[src/rtl/mem_arb_pkg.sv]
// Shared types and constants for the unified instruction/data memory arbiter.
package mem_arb_pkg;

    typedef enum logic [1:0] {
        IDLE    = 2'd0,
        BUSY_IF = 2'd1,
        BUSY_DM = 2'd2,
        DROP    = 2'd3
    } arb_state_t;

    localparam logic [1:0] SIZE_BYTE = 2'b00;
    localparam logic [1:0] SIZE_HALF = 2'b01;
    localparam logic [1:0] SIZE_WORD = 2'b10;

    localparam int unsigned TIMEOUT_DEFAULT = 255;

    // The reserved size code 11 is issued to memory as a word access.
    function automatic logic [1:0] legal_size(input logic [1:0] size);
        case (size)
            SIZE_BYTE, SIZE_HALF: return size;
            default:              return SIZE_WORD;
        endcase
    endfunction

endpackage

[src/rtl/mem_timeout_counter.sv]
// Busy-cycle watchdog: counts cycles without ack and flags the cycle that hits the limit.
module mem_timeout_counter #(
    parameter int unsigned LIMIT = 255
) (
    input  logic clock,
    input  logic reset_n,
    input  logic clear,
    input  logic enable,
    output logic expired
);

    localparam logic [7:0] LAST = 8'(LIMIT - 1);

    logic [7:0] count;

    always_ff @(posedge clock or negedge reset_n) begin
        if (!reset_n) begin
            count <= '0;
        end else if (clear) begin
            count <= '0;
        end else if (enable) begin
            count <= count + 8'd1;
        end
    end

    // Combinational so an ack arriving in the limit cycle still takes precedence.
    assign expired = enable && (count == LAST);

endmodule

[src/rtl/unified_mem_arbiter.sv]
// Arbitrates fetch and load/store access to one single-port memory, data side first,
// one outstanding transaction, with flush-drop and timeout abort.
module unified_mem_arbiter
    import mem_arb_pkg::*;
#(
    parameter int unsigned TIMEOUT = TIMEOUT_DEFAULT
) (
    input  logic        clock,
    input  logic        reset_n,
    input  logic        w_if_req,
    input  logic [31:0] w_if_addr_32,
    output logic [31:0] w_if_rdata_32,
    output logic        w_if_valid,
    input  logic        w_dm_req,
    input  logic        w_dm_write,
    input  logic [1:0]  w_dm_size_2,
    input  logic [31:0] w_dm_addr_32,
    input  logic [31:0] w_dm_wdata_32,
    output logic [31:0] w_dm_rdata_32,
    output logic        w_dm_valid,
    input  logic        w_flush,
    output logic        w_stall_fetch,
    output logic        w_stall_data,
    output logic        w_mem_req,
    output logic        w_mem_write,
    output logic [1:0]  w_mem_size_2,
    output logic [31:0] w_mem_addr_32,
    output logic [31:0] w_mem_wdata_32,
    input  logic        w_mem_ack,
    input  logic [31:0] w_mem_rdata_32,
    output logic        w_timeout_err
);

    arb_state_t state, state_next;

    logic if_elig, dm_elig, busy;
    logic grant_if, grant_dm;
    logic if_done, dm_done, capture, abort;
    logic tmo_clear, tmo_en, tmo_expired;

    assign if_elig       = w_if_req & ~w_if_valid;
    assign dm_elig       = w_dm_req & ~w_dm_valid;
    assign w_stall_fetch = w_if_req & ~w_if_valid;
    assign w_stall_data  = w_dm_req & ~w_dm_valid;

    assign busy      = (state != IDLE);
    assign w_mem_req = busy;
    assign tmo_en    = busy & ~w_mem_ack;
    assign tmo_clear = (state_next != IDLE) && (state_next != state);

    mem_timeout_counter #(.LIMIT(TIMEOUT)) u_timeout (
        .clock   (clock),
        .reset_n (reset_n),
        .clear   (tmo_clear),
        .enable  (tmo_en),
        .expired (tmo_expired)
    );

    always_ff @(posedge clock or negedge reset_n) begin
        if (!reset_n) begin
            state <= IDLE;
        end else begin
            state <= state_next;
        end
    end

    always_comb begin
        state_next = state;
        grant_if   = 1'b0;
        grant_dm   = 1'b0;
        if_done    = 1'b0;
        dm_done    = 1'b0;
        capture    = 1'b0;
        abort      = 1'b0;
        unique case (state)
            IDLE: begin
                if (dm_elig) begin
                    state_next = BUSY_DM;
                    grant_dm   = 1'b1;
                end else if (if_elig && !w_flush) begin
                    state_next = BUSY_IF;
                    grant_if   = 1'b1;
                end
            end
            BUSY_IF: begin
                if (w_mem_ack) begin
                    state_next = IDLE;
                    if_done    = ~w_flush;
                    capture    = ~w_flush;
                end else if (tmo_expired) begin
                    // A fetch flushed in its abort cycle is already dead; no pulse for it.
                    state_next = IDLE;
                    abort      = 1'b1;
                    if_done    = ~w_flush;
                end else if (w_flush) begin
                    state_next = DROP;
                end
            end
            BUSY_DM: begin
                if (w_mem_ack) begin
                    state_next = IDLE;
                    dm_done    = 1'b1;
                    capture    = ~w_mem_write;
                end else if (tmo_expired) begin
                    state_next = IDLE;
                    abort      = 1'b1;
                    dm_done    = 1'b1;
                end
            end
            DROP: begin
                if (w_mem_ack) begin
                    state_next = IDLE;
                end else if (tmo_expired) begin
                    state_next = IDLE;
                    abort      = 1'b1;
                end
            end
            default: state_next = IDLE;
        endcase
    end

    always_ff @(posedge clock or negedge reset_n) begin
        if (!reset_n) begin
            w_mem_write    <= 1'b0;
            w_mem_size_2   <= '0;
            w_mem_addr_32  <= '0;
            w_mem_wdata_32 <= '0;
            w_if_rdata_32  <= '0;
            w_dm_rdata_32  <= '0;
            w_if_valid     <= 1'b0;
            w_dm_valid     <= 1'b0;
            w_timeout_err  <= 1'b0;
        end else begin
            w_if_valid <= if_done;
            w_dm_valid <= dm_done;
            if (abort) begin
                w_timeout_err <= 1'b1;
            end
            if (grant_dm) begin
                w_mem_write    <= w_dm_write;
                w_mem_size_2   <= legal_size(w_dm_size_2);
                w_mem_addr_32  <= w_dm_addr_32;
                w_mem_wdata_32 <= w_dm_wdata_32;
            end else if (grant_if) begin
                w_mem_write    <= 1'b0;
                w_mem_size_2   <= SIZE_WORD;
                w_mem_addr_32  <= w_if_addr_32;
                w_mem_wdata_32 <= '0;
            end
            if (if_done) begin
                w_if_rdata_32 <= capture ? w_mem_rdata_32 : '0;
            end
            // Completed stores leave the load data register untouched.
            if (dm_done && capture) begin
                w_dm_rdata_32 <= w_mem_rdata_32;
            end else if (dm_done && abort) begin
                w_dm_rdata_32 <= '0;
            end
        end
    end

endmodule
[config.mk]
export PLATFORM = sky130hd
export DESIGN_NAME = unified_mem_arbiter
export DESIGN_NICKNAME = d
export VERILOG_FILES = /design/src/rtl/mem_arb_pkg.sv /design/src/rtl/mem_timeout_counter.sv /design/src/rtl/unified_mem_arbiter.sv
export SDC_FILE = /design/constraint.sdc
export NUM_CORES = 1
export LEC_CHECK = 0
export ABC_AREA = 1
export ABC_CLOCK_PERIOD_IN_PS = 2800
export BUFFER_PORTS_ARGS = -buffer_cell sky130_fd_sc_hd__buf_4
export CAP_MARGIN = 20
export CORE_MARGIN = 2
export CORE_UTILIZATION = 51
export DETAILED_ROUTE_END_ITERATION = 10
export PLACE_DENSITY = 0.86
export REMOVE_ABC_BUFFERS = 1
export SLEW_MARGIN = 20
export SYNTH_ARGS = -nofsm -noshare
export SYNTH_HDL_FRONTEND = slang
export SYNTH_SLANG_ARGS = --single-unit
export TNS_END_PERCENT = 20
[constraint.sdc]
create_clock -name clock -period 2.8 [get_ports clock]
set_input_delay 0 -clock clock [delete_from_list [all_inputs] [get_ports clock]]
set_output_delay 0 -clock clock [all_outputs]
set_load 0.03 [all_outputs]
# == After elaboration in Yosys (flattened, before gate mapping) ==
# Cells that the tools add are included.
# totals
register_bits,144
in_bits,137
output_inout_bits,137
# op_classes
addsub,1
eq_ne,6
mux,38
bitwise_logic,8
n_reduce_logical,16
# ops
op,count
2-to-1 mux 32 bit,7
2-to-1 mux 2 bit,10
2-to-1 mux 1 bit,17
2-to-1 mux 8 bit,2
nonzero test 2 bit,5
"adder 8 x 1 -> 8 bit, second input constant",1
"== test 8 bit, second input constant",1
case mux 2 bit (3 select lines),1
logical AND 1 bit,5
inverter 1 bit,5
"== test 2 x 1 -> 1 bit, second input constant",2
"== test 2 bit, second input constant",2
zero test 2 bit,2
OR reduction 2 bit,2
bitwise AND 1 bit,3
OR reduction 3 bit,1
!= test 2 bit,1
case mux 1 bit (2 select lines),1
zero test 1 bit,1

# == Logic depth before layout (Yosys ltp) ==
# Gate-level depths: netlist (run 1).
# logic_depth
depth_word,9
depth_mapped,14
depth_no_buf,14

# == Hierarchy ==
# From an unflattened synthesis (run 1), not the netlist that was laid out.
# hier_totals
hier_cells,656
hier_area_um2,5973.2
# by_module_without_submodules
module,n_inst,cells_per_inst,area_each_um2,seq_area_each_um2
unified_mem_arbiter,1,592,5499.0,3403.3
mem_timeout_counter,1,64,474.2,200.2

# == Worst setup path before layout (run 1) ==
# Ideal clock, no wire load.
# synth_path
path_type,register -> register
startpoint,reg state[0]
endpoint,reg w_dm_rdata_32[0]
setup_time_ns,0.118
t_arrival_ns,1.943
required_ns,2.682
path_slack_ns,0.739
stages_incl_launch_ff,12
period_less_slack_ns,2.061
path_cell_list,dfrtp_1 > inv_1 > ha_1 > inv_2 > nand2_2 > nor4_4 > nor2_1 > nor2_2 > o21ai_1 > buf_2 > nand2_1 > nand2_1
# synth_between
elab_chain_len,8
word_cells_on_any_way,17
classes_between,eq/ne (3); mux (7); bitwise (1); reduce/logical (6)
# synth_lines
element,line,source
"start, declared",unified_mem_arbiter.sv:34,"arb_state_t state, state_next;"
"start signal, assigned",unified_mem_arbiter.sv:63,state <= state_next;
nonzero test 2 bit (*),unified_mem_arbiter.sv:46,assign busy = (state != IDLE);
via w_mem_req,unified_mem_arbiter.sv:24,"output logic w_mem_req,"
bitwise AND 1 bit (*),unified_mem_arbiter.sv:48,assign tmo_en = busy & ~w_mem_ack;
logical AND 1 bit (*),mem_timeout_counter.sv:27,assign expired = enable && (count == LAST);
2-to-1 mux 1 bit (*),"unified_mem_arbiter.sv:90, unified_mem_arbiter.sv:104, unified_mem_arbiter.sv:113",
2-to-1 mux 1 bit,unified_mem_arbiter.sv:100,if (w_mem_ack) begin
2-to-1 mux 1 bit (on tied branches),n/a,
logical AND 1 bit (on tied branches),"unified_mem_arbiter.sv:154, unified_mem_arbiter.sv:156",
2-to-1 mux 32 bit / nonzero test 2 bit (equally long branches),n/a,
"end signal, assigned",unified_mem_arbiter.sv:155,w_dm_rdata_32 <= w_mem_rdata_32;
"end, declared",unified_mem_arbiter.sv:19,"output logic [31:0] w_dm_rdata_32,"
# The timed path passes the listed nets; every way through them passes the cells marked *.
# A chain may end at the register's enable or synchronous reset.

# == Worst setup path after layout (run 1) ==
# layout_path
startpoint,reg state[1]
endpoint,reg w_mem_addr_32[20]
# layout_between
elab_chain_len,3
word_cells_on_any_way,5
classes_between,mux (3); reduce/logical (2)
# layout_lines
element,line,source
zero test 2 bit (*),unified_mem_arbiter.sv:75,unique case (state)
2-to-1 mux 1 bit,unified_mem_arbiter.sv:75,
2-to-1 mux 32 bit / nonzero test 2 bit (equally long branches),n/a,
"end signal, assigned",unified_mem_arbiter.sv:142,w_mem_addr_32 <= w_dm_addr_32;
"end signal, assigned",unified_mem_arbiter.sv:147,w_mem_addr_32 <= w_if_addr_32;
"end, declared",unified_mem_arbiter.sv:27,"output logic [31:0] w_mem_addr_32,"
# Mark *: on every way between the ends. The rest lies on a longest branch, timed or not.

==> flow_metrics.tcl, run 1 <==
set metrics [dict create \
    antenna_left 0 \
    rows 40 \
    htreeDepth 4 \
    crit_path_frequent_cell "inv_2" \
    antenna_found_initial 1 \
    drtIter0Drc 684 \
    post-dp-hpwl_um 12210 \
    end_kind "register" \
    instances_no_fill 1252 \
    seq_area_um2 3603 \
    peakVddDrop_mv 0.6431 \
    dp_cells 1088 \
    setup_ws_ns 0.08303 \
    holdWs_ns 0.02674 \
    drv_cap 0 \
    setup_viol 0 \
    grt_overflow 0 \
    relSlewSlack_pct 54.94 \
    cts_root_buf "clkbuf_16" \
    grt_first_pass_wirelength_um 35580 \
    post_cts_buffers 0 \
    start_util_pct 51.69 \
    preCtsSetupSlack_ns 0.5743 \
    n_fill_cell 580 \
    synthCells 693 \
    synth_top_cell_by_area "dfrtp_1" \
    path_class "register to register" \
    ios 274 \
    numCtsBuffers 17 \
    grt_max_degree 76 \
    p_per_area_nw_per_um2 1219 \
    top_layer_used "met4" \
    p_leak_nw 5.354 \
    worstSetupStartpointType "register" \
    ys_ff_latch 144 \
    drt-vias-per-instance 5.267 \
    max_slew.worst_pin.slew_ns 0.6759 \
    finalWirelength_um 23000 \
    hp-class "input port to register" \
    multiInputGateArea_um2 2087 \
    ys_seq_area_share_pct 58.78 \
    area.growth.synth_to_final_pct 68.04 \
    critPathSlowestCell "dlygate4sd3_1" \
    insertion_delay_ns 0.41 \
    wl_met2_um 11840 \
    synth.avg_cell_area_um2 8.847 \
    drive_above_1_share_pct 29.35 \
    timing.final.hold_violations 0 \
    die_h_um 113.6 \
    dieWidth_um 113.6 \
    nets 1236 \
    cpPeakStageDelay_ns 0.63 \
    finalCriticalPeriod_ns 2.717 \
    vias 6594 \
    required_ns 3.14 \
    cts.sinks 144 \
    maxSlewViolCount 0 \
    drc_errors 0 \
    min_period_over_period_pct 97.03 \
    wl_met1_um 8222 \
    path_cells "inv_1 -> ha_1 -> inv_2 -> nor2_4 -> inv_2 -> o21ai_4 -> buf_6 -> nor2_1 -> a31oi_1 -> dlygate4sd3_1" \
    drt_first_pass_iters 5 \
    outcome "finished clean" \
    arrival_ns 3.06 \
    clockBufferDepth 2 \
    portBuffers 273 \
    clk_pin_slew_worst_paths_ns 0.06 \
    rsz0062_at_grt "no" \
    grt_pass1_vias 6869 \
    cts_tree "done" \
    clock_skew_ns 0.009160 \
    netlist_area_um2 6131 \
    yosysUniqueCellTypes 25 \
    synth_top_cell_area_share_pct 58.78 \
    grtUsageTotal_pct 36.04 \
    yosysWarnings 0 \
    core_um2 11860 \
    wl_per_cell_um 18.37 \
    die-area_um2 12910 \
    gp_congestion 0.9013 \
    synth_area_leaders "dfrtp_1 (59%), nand2_1 (13%), nor2_1 (5.1%), a22o_1 (4.9%), inv_1 (4.7%)" \
    routed-wl-met3_um 1867 \
    fmaxAchievable_mhz 368.1 \
    path_max_fanout 65 \
]
[stage by stage]
stage	TNS, ns	util (%)	total power, mW	instance area, µm²
6_report	0	86.86	12.55	10300
5_1_grt	0	86.86	13.09	10300
4_1_cts	0	86.80	12.28	10300
3_5_place_dp	0	70.17	9.176	8323
3_3_place_gp	0	70.17	9.058	8323
2_1_floorplan	-187.47	-	6.860	5964
[worst max-delay path, delay by kind of cell, from the launching register on]
family | cells | cell delay [ns]
and+or+nand+nor | 2 | 0.26
AOI/OAI and AO/OA | 2 | 0.34
adders and majority gates | 1 | 0.25
DFF | 1 | 0.42
buffers and inverters | 5 | 1.37
[registers in the layout, summed over array words and instances, names as in the netlist]
name and count:
state 2, u_timeout.count 8, w_dm_rdata_32 32, w_dm_valid 1, w_if_rdata_32 32, w_if_valid 1, w_mem_addr_32 32, w_mem_size_2 2
w_mem_wdata_32 32, w_mem_write 1, w_timeout_err 1
[layout make-up]
type | instances | share of cell area [%]
Sequential cell | 144 | 34.98
Antenna cell | 1 | 0.02429
Inverter | 80 | 2.915
Multi-Input combinational cell | 433 | 20.26
Clock inverter | 10 | 1.797
Tap cell | 147 | 1.785
Timing Repair Buffer | 417 | 33.81
Clock buffer | 20 | 4.433
[where the power goes]
part	internal, mW	switching [mW]	total, mW
sequential	3.02	0.645	3.66
combinational	2.47	3.95	6.41
clock	1.62	0.860	2.48
total	7.10	5.45	12.6
[logic make-up after synthesis]
logic type      synth area share (%)
compound gates                 11.35
simple gates                   20.04
flops                          58.78
fa+ha+maj                      1.224
xor+xnor                       1.000
buf+inv                        7.612
[cells in the final DEF (no fill, tap or decap), types with 3 or more instances in the layout]
cell type,n
dlygate4sd3_1,133
nor2_1,83
o21ai_0,24
a31oi_1,34
buf_4,281
inv_2,3
nand3_1,6
nand2_1,218
xor2_1,6
bufinv_16,5
dfrtp_1,144
o21ai_1,10
a22o_1,34
inv_1,77
ha_1,6
clkbuf_16,17
[synth_stat cells (all sizes together)]
cell type,number
a21oi,1
a22o,34
a31oi,34
and3,1
buf,23
clkbuf,13
dfrtp,144
ha,6
inv,80
nand2,219
nand3,6
nand4,1
nor2,85
nor3,1
nor4,1
o21ai,36
or2,1
xnor2,1
xor2,6
[per-layer routing]
layer,up-vias,global-route usage (%)
li1,2978,-
met3,95,9.458
met2,380,63.47
met4,0,19.51
met5,-,0
met1,3141,39.93
[repair_timing]
item	4_1_cts	5_1_grt
hold endpoints to repair	201	0
setup endpoints to repair	0	21
hold buffers	133	0
resized for setup	0	1
[final timing paths]
kind | slack [ns] | cells after the start | end | startpoint
min reg2reg | 0.47 | 2 | w_dm_rdata_32[16]$_DFFE_PN0P_ | w_dm_rdata_32[16]$_DFFE_PN0P_
max in group asynchronous | 1.69 | 3 | w_mem_wdata_32[21]$_DFFE_PN0P_ | reset_n
min | 0.03 | 3 | w_if_valid$_DFF_PN0_ | w_flush
min in group asynchronous | 0.16 | 2 | w_mem_addr_32[8]$_DFFE_PN0P_ | reset_n
max reg2reg | 0.08 | 10 | w_mem_addr_32[20]$_DFFE_PN0P_ | state[1]$_DFF_PN0_
max | 0.08 | 10 | w_mem_addr_32[20]$_DFFE_PN0P_ | state[1]$_DFF_PN0_
Note: power is estimated with default switching activity, not from simulation.
==> run 2, diff against run 1 <==
--- a/config.mk
+++ b/config.mk
@@ -5,14 +5,13 @@
 export SDC_FILE = /design/constraint.sdc
 export NUM_CORES = 1
 export LEC_CHECK = 0
-export ABC_AREA = 1
 export ABC_CLOCK_PERIOD_IN_PS = 2800
 export BUFFER_PORTS_ARGS = -buffer_cell sky130_fd_sc_hd__buf_4
 export CAP_MARGIN = 20
 export CORE_MARGIN = 2
-export CORE_UTILIZATION = 51
+export CORE_UTILIZATION = 50
 export DETAILED_ROUTE_END_ITERATION = 10
-export PLACE_DENSITY = 0.86
+export PLACE_DENSITY = 0.85
 export REMOVE_ABC_BUFFERS = 1
 export SLEW_MARGIN = 20
 export SYNTH_ARGS = -nofsm -noshare
==> constraint.sdc (replaced) <==
create_clock -name clock -period 2.8 [get_ports clock]
set_input_delay 0.42 -clock clock [delete_from_list [all_inputs] [get_ports clock]]
set_output_delay 0.42 -clock clock [all_outputs]
set_load 0.03 [all_outputs]
==> run 2 against run 1 <==
  * Clock power barely moved
  * Clock skew down 0.0016 ns
  * Synthesized cell count decreased by 26%
  * Combinational power fell by 19%
  * Sequential share of layout area up 5.7 points
  * Die area fell by 1.1%
  * The run now ends with DRC left
  * Worst setup slack better by 0.24 ns
  * Via count decreased by 23%
==> flow_metrics.tcl, run 2 <==
set metrics [dict create \
    outcome "finished, violations left" \
    violations "DRC" \
    synth-adder-area-share_pct 1.264 \
    synth_xor_area_share_pct 0.8848 \
    cts_root_buf "clkbuf_16" \
    layout_commonest_cell "buf_4" \
    drc_errors 20 \
    grtUsageTotal_pct 26.00 \
    numCtsBuffers 17 \
    p_per_area_nw_per_um2 1258 \
    cpPeakStageDelay_ns 0.50 \
    cpLargestDelayFamily "simple AND/OR/NAND/NOR gates" \
    setup_ws_ns 0.3196 \
    utilization_pct 76.86 \
    synth_top_family_by_area "compound AO/OA/AOI/OAI gates" \
    rrSetupSlack_ns 0.32 \
    drtIter0Drc 286 \
    synthFlopType "dfrtp_1" \
    hp-class "input port to register" \
    r2r_end "u_timeout.count[0]$_DFFE_PN0P_" \
    die_h_um 113.0 \
    drt-vias-per-instance 5.415 \
    clk_pin_slew_worst_paths_ns 0.06 \
    htreeDepth 4 \
    max_slew.worst_pin.slew_ns 0.6461 \
    grt_overflow 0 \
    nets 925 \
    synthArstFlopShare_pct 100.0 \
    end_kind "register" \
    vias 5074 \
    n_fill_cell 751 \
    ys_seq_area_share_pct 60.67 \
    r2r_start "state[1]$_DFF_PN0_" \
    relSlewSlack_pct 56.84 \
    finalPower_mw 11.13 \
    yosysWarnings 0 \
    arrival_ns 2.75 \
    setup_tns_ns 0 \
    rsz0062_at_grt "no" \
    portBuffers 273 \
    synth_top_cell_by_area "dfrtp_1" \
    yosysMostFrequentCell "dfrtp_1" \
    cts.sinks 144 \
    grt_max_degree 100 \
    drt_first_pass_iters 7 \
    min_period_over_period_pct 88.59 \
    antenna_found_initial 0 \
    core_um2 11520 \
    path_cells "inv_1 -> ha_1 -> or2_4 -> or3_1 -> o22a_2 -> a211oi_4 -> nor3_1" \
    antennaDiodeCount 0 \
    path_buf_inv 1 \
    start_util_pct 51.58 \
    final_cell_mix "buf_4 (281), dfrtp_1 (144), nand2_1 (100)" \
    maxSlewViolCount 0 \
    cts_tree "done" \
    wl_per_cell_um 17.31 \
    clock_skew_ns 0.007542 \
    netlist_area_um2 5939 \
    hold_end "w_mem_wdata_32[26]$_DFFE_PN0P_" \
    path_max_fanout 8 \
    clockBufferDepth 2 \
    grt_first_pass_wirelength_um 25940 \
    finalCriticalPeriod_ns 2.480 \
    drv_cap 0 \
    gp_congestion 0.8324 \
    antenna_left 0 \
    rows 39 \
    finalWirelength_um 16220 \
    required_ns 3.07 \
    post-dp-hpwl_um 11530 \
    synthMuxAreaShare_pct 5.561 \
    ios 274 \
    timing.final.hold_violations 0 \
    dieWidth_um 113.0 \
    p_leak_nw 4.530 \
    fmaxAchievable_mhz 403.2 \
    critPathSlowestCell "dfrtp_1" \
    synth_top_cell_area_share_pct 60.67 \
    worstHoldPathCells 2 \
    insertion_delay_ns 0.41 \
    synthTopCellsByCount "dfrtp_1 (144), nand2_1 (100), o21ai_0 (67)" \
    cts_resized 0 \
    drive_above_1_share_pct 41.56 \
    area.growth.synth_to_final_pct 49.02 \
    worstSetupStartpointType "register" \
    synth_edf_count 0 \
    synth_compound_area_share_pct 18.69 \
    preCtsSetupSlack_ns 0.1826 \
    synth.avg_cell_area_um2 11.53 \
    yosys.area_share.simple_pct 9.817 \
    reg2reg_depth 7 \
    path_class "register to register" \
    hp-start "w_dm_wdata_32[26]" \
    die-area_um2 12770 \
    peakVddDrop_mv 0.8596 \
    synth_area_leaders "dfrtp_1 (61%), nand2_1 (6.3%), o21ai_0 (5.6%), mux2i_1 (5.6%), a32o_1 (5.4%)" \
    synthCells 515 \
    ys_ff_latch 144 \
    grt_pass1_vias 5234 \
    yosysUniqueCellTypes 42 \
    setup_viol 0 \
]
## run 2: report_power, final
group          switching [mW]  internal, mW  total (mW)
Clock                   0.867          1.61        2.48
Combinational            3.22          1.99        5.21
Sequential              0.524          2.92        3.45
## run 2: stage by stage
stage | cell area [µm²] | instances | hold slack, ns
6_report | 8851 | 937 | 0.2284
5_1_grt | 8851 | 937 | 0.2194
2_1_floorplan | 5784 | 476 | 0.1244
3_5_place_dp | 8168 | 902 | 0.4086
4_1_cts | 8828 | 934 | 0.2192
3_3_place_gp | 8168 | 902 | 0.4042
## run 2: how the worst max path moves through the flow
stage | cells past startpoint | slack [ns] | from | to
after floorplan | 4 | -1.66 | w_if_valid$_DFF_PN0_ | w_mem_addr_32[0]$_DFFE_PN0P_
after global placement | 7 | 0.39 | state[1]$_DFF_PN0_ | u_timeout.count[5]$_DFFE_PN0P_
after detailed placement | 7 | 0.18 | state[1]$_DFF_PN0_ | u_timeout.count[7]$_DFFE_PN0P_
after CTS | 7 | 0.17 | state[1]$_DFF_PN0_ | u_timeout.count[0]$_DFFE_PN0P_
after global routing | 8 | 0.17 | state[1]$_DFF_PN0_ | u_timeout.count[1]$_DFFE_PN0P_
final | 7 | 0.32 | state[1]$_DFF_PN0_ | u_timeout.count[0]$_DFFE_PN0P_
## run 2: timing repair
| action | CTS | global route |
|---|---|---|
| hold endpoints to repair | 56 | 0 |
| hold buffers | 1 | 0 |
| setup endpoints to repair | 0 | 8 |
| setup buffers | 0 | 3 |
## run 2: logic make-up (layout without fill, tap and decap cells)
| kind of cell | count (synthesis) | after routing |
|---|---|---|
| simple gates | 130 | 130 |
| xor+xnor | 6 | 6 |
| mux | 33 | 33 |
| buf+inv | 47 | 326 |
| compound gates | 149 | 149 |
| fa+ha+maj | 6 | 6 |
| flops | 144 | 144 |
## run 2: per-layer routing
layer  vias up  part of all wire [%]  track usage, %
met3        26                    11           9.909
li1       2377                     -               -
met2       245                    51           45.62
met5         -                     0               0
met1      2426                    36           29.46
met4         0                   1.7           8.374
## run 2: layout make-up
class | instances | area [µm²] | area share (%)
clock buffer | 19 | 442.9 | 5.004
clock inverter | 12 | 207.7 | 2.347
inverter | 8 | 30.03 | 0.3393
multi-input combinational | 324 | 2177 | 24.60
sequential | 144 | 3603 | 40.71
tap | 143 | 178.9 | 2.021
timing repair buffer | 287 | 2211 | 24.98
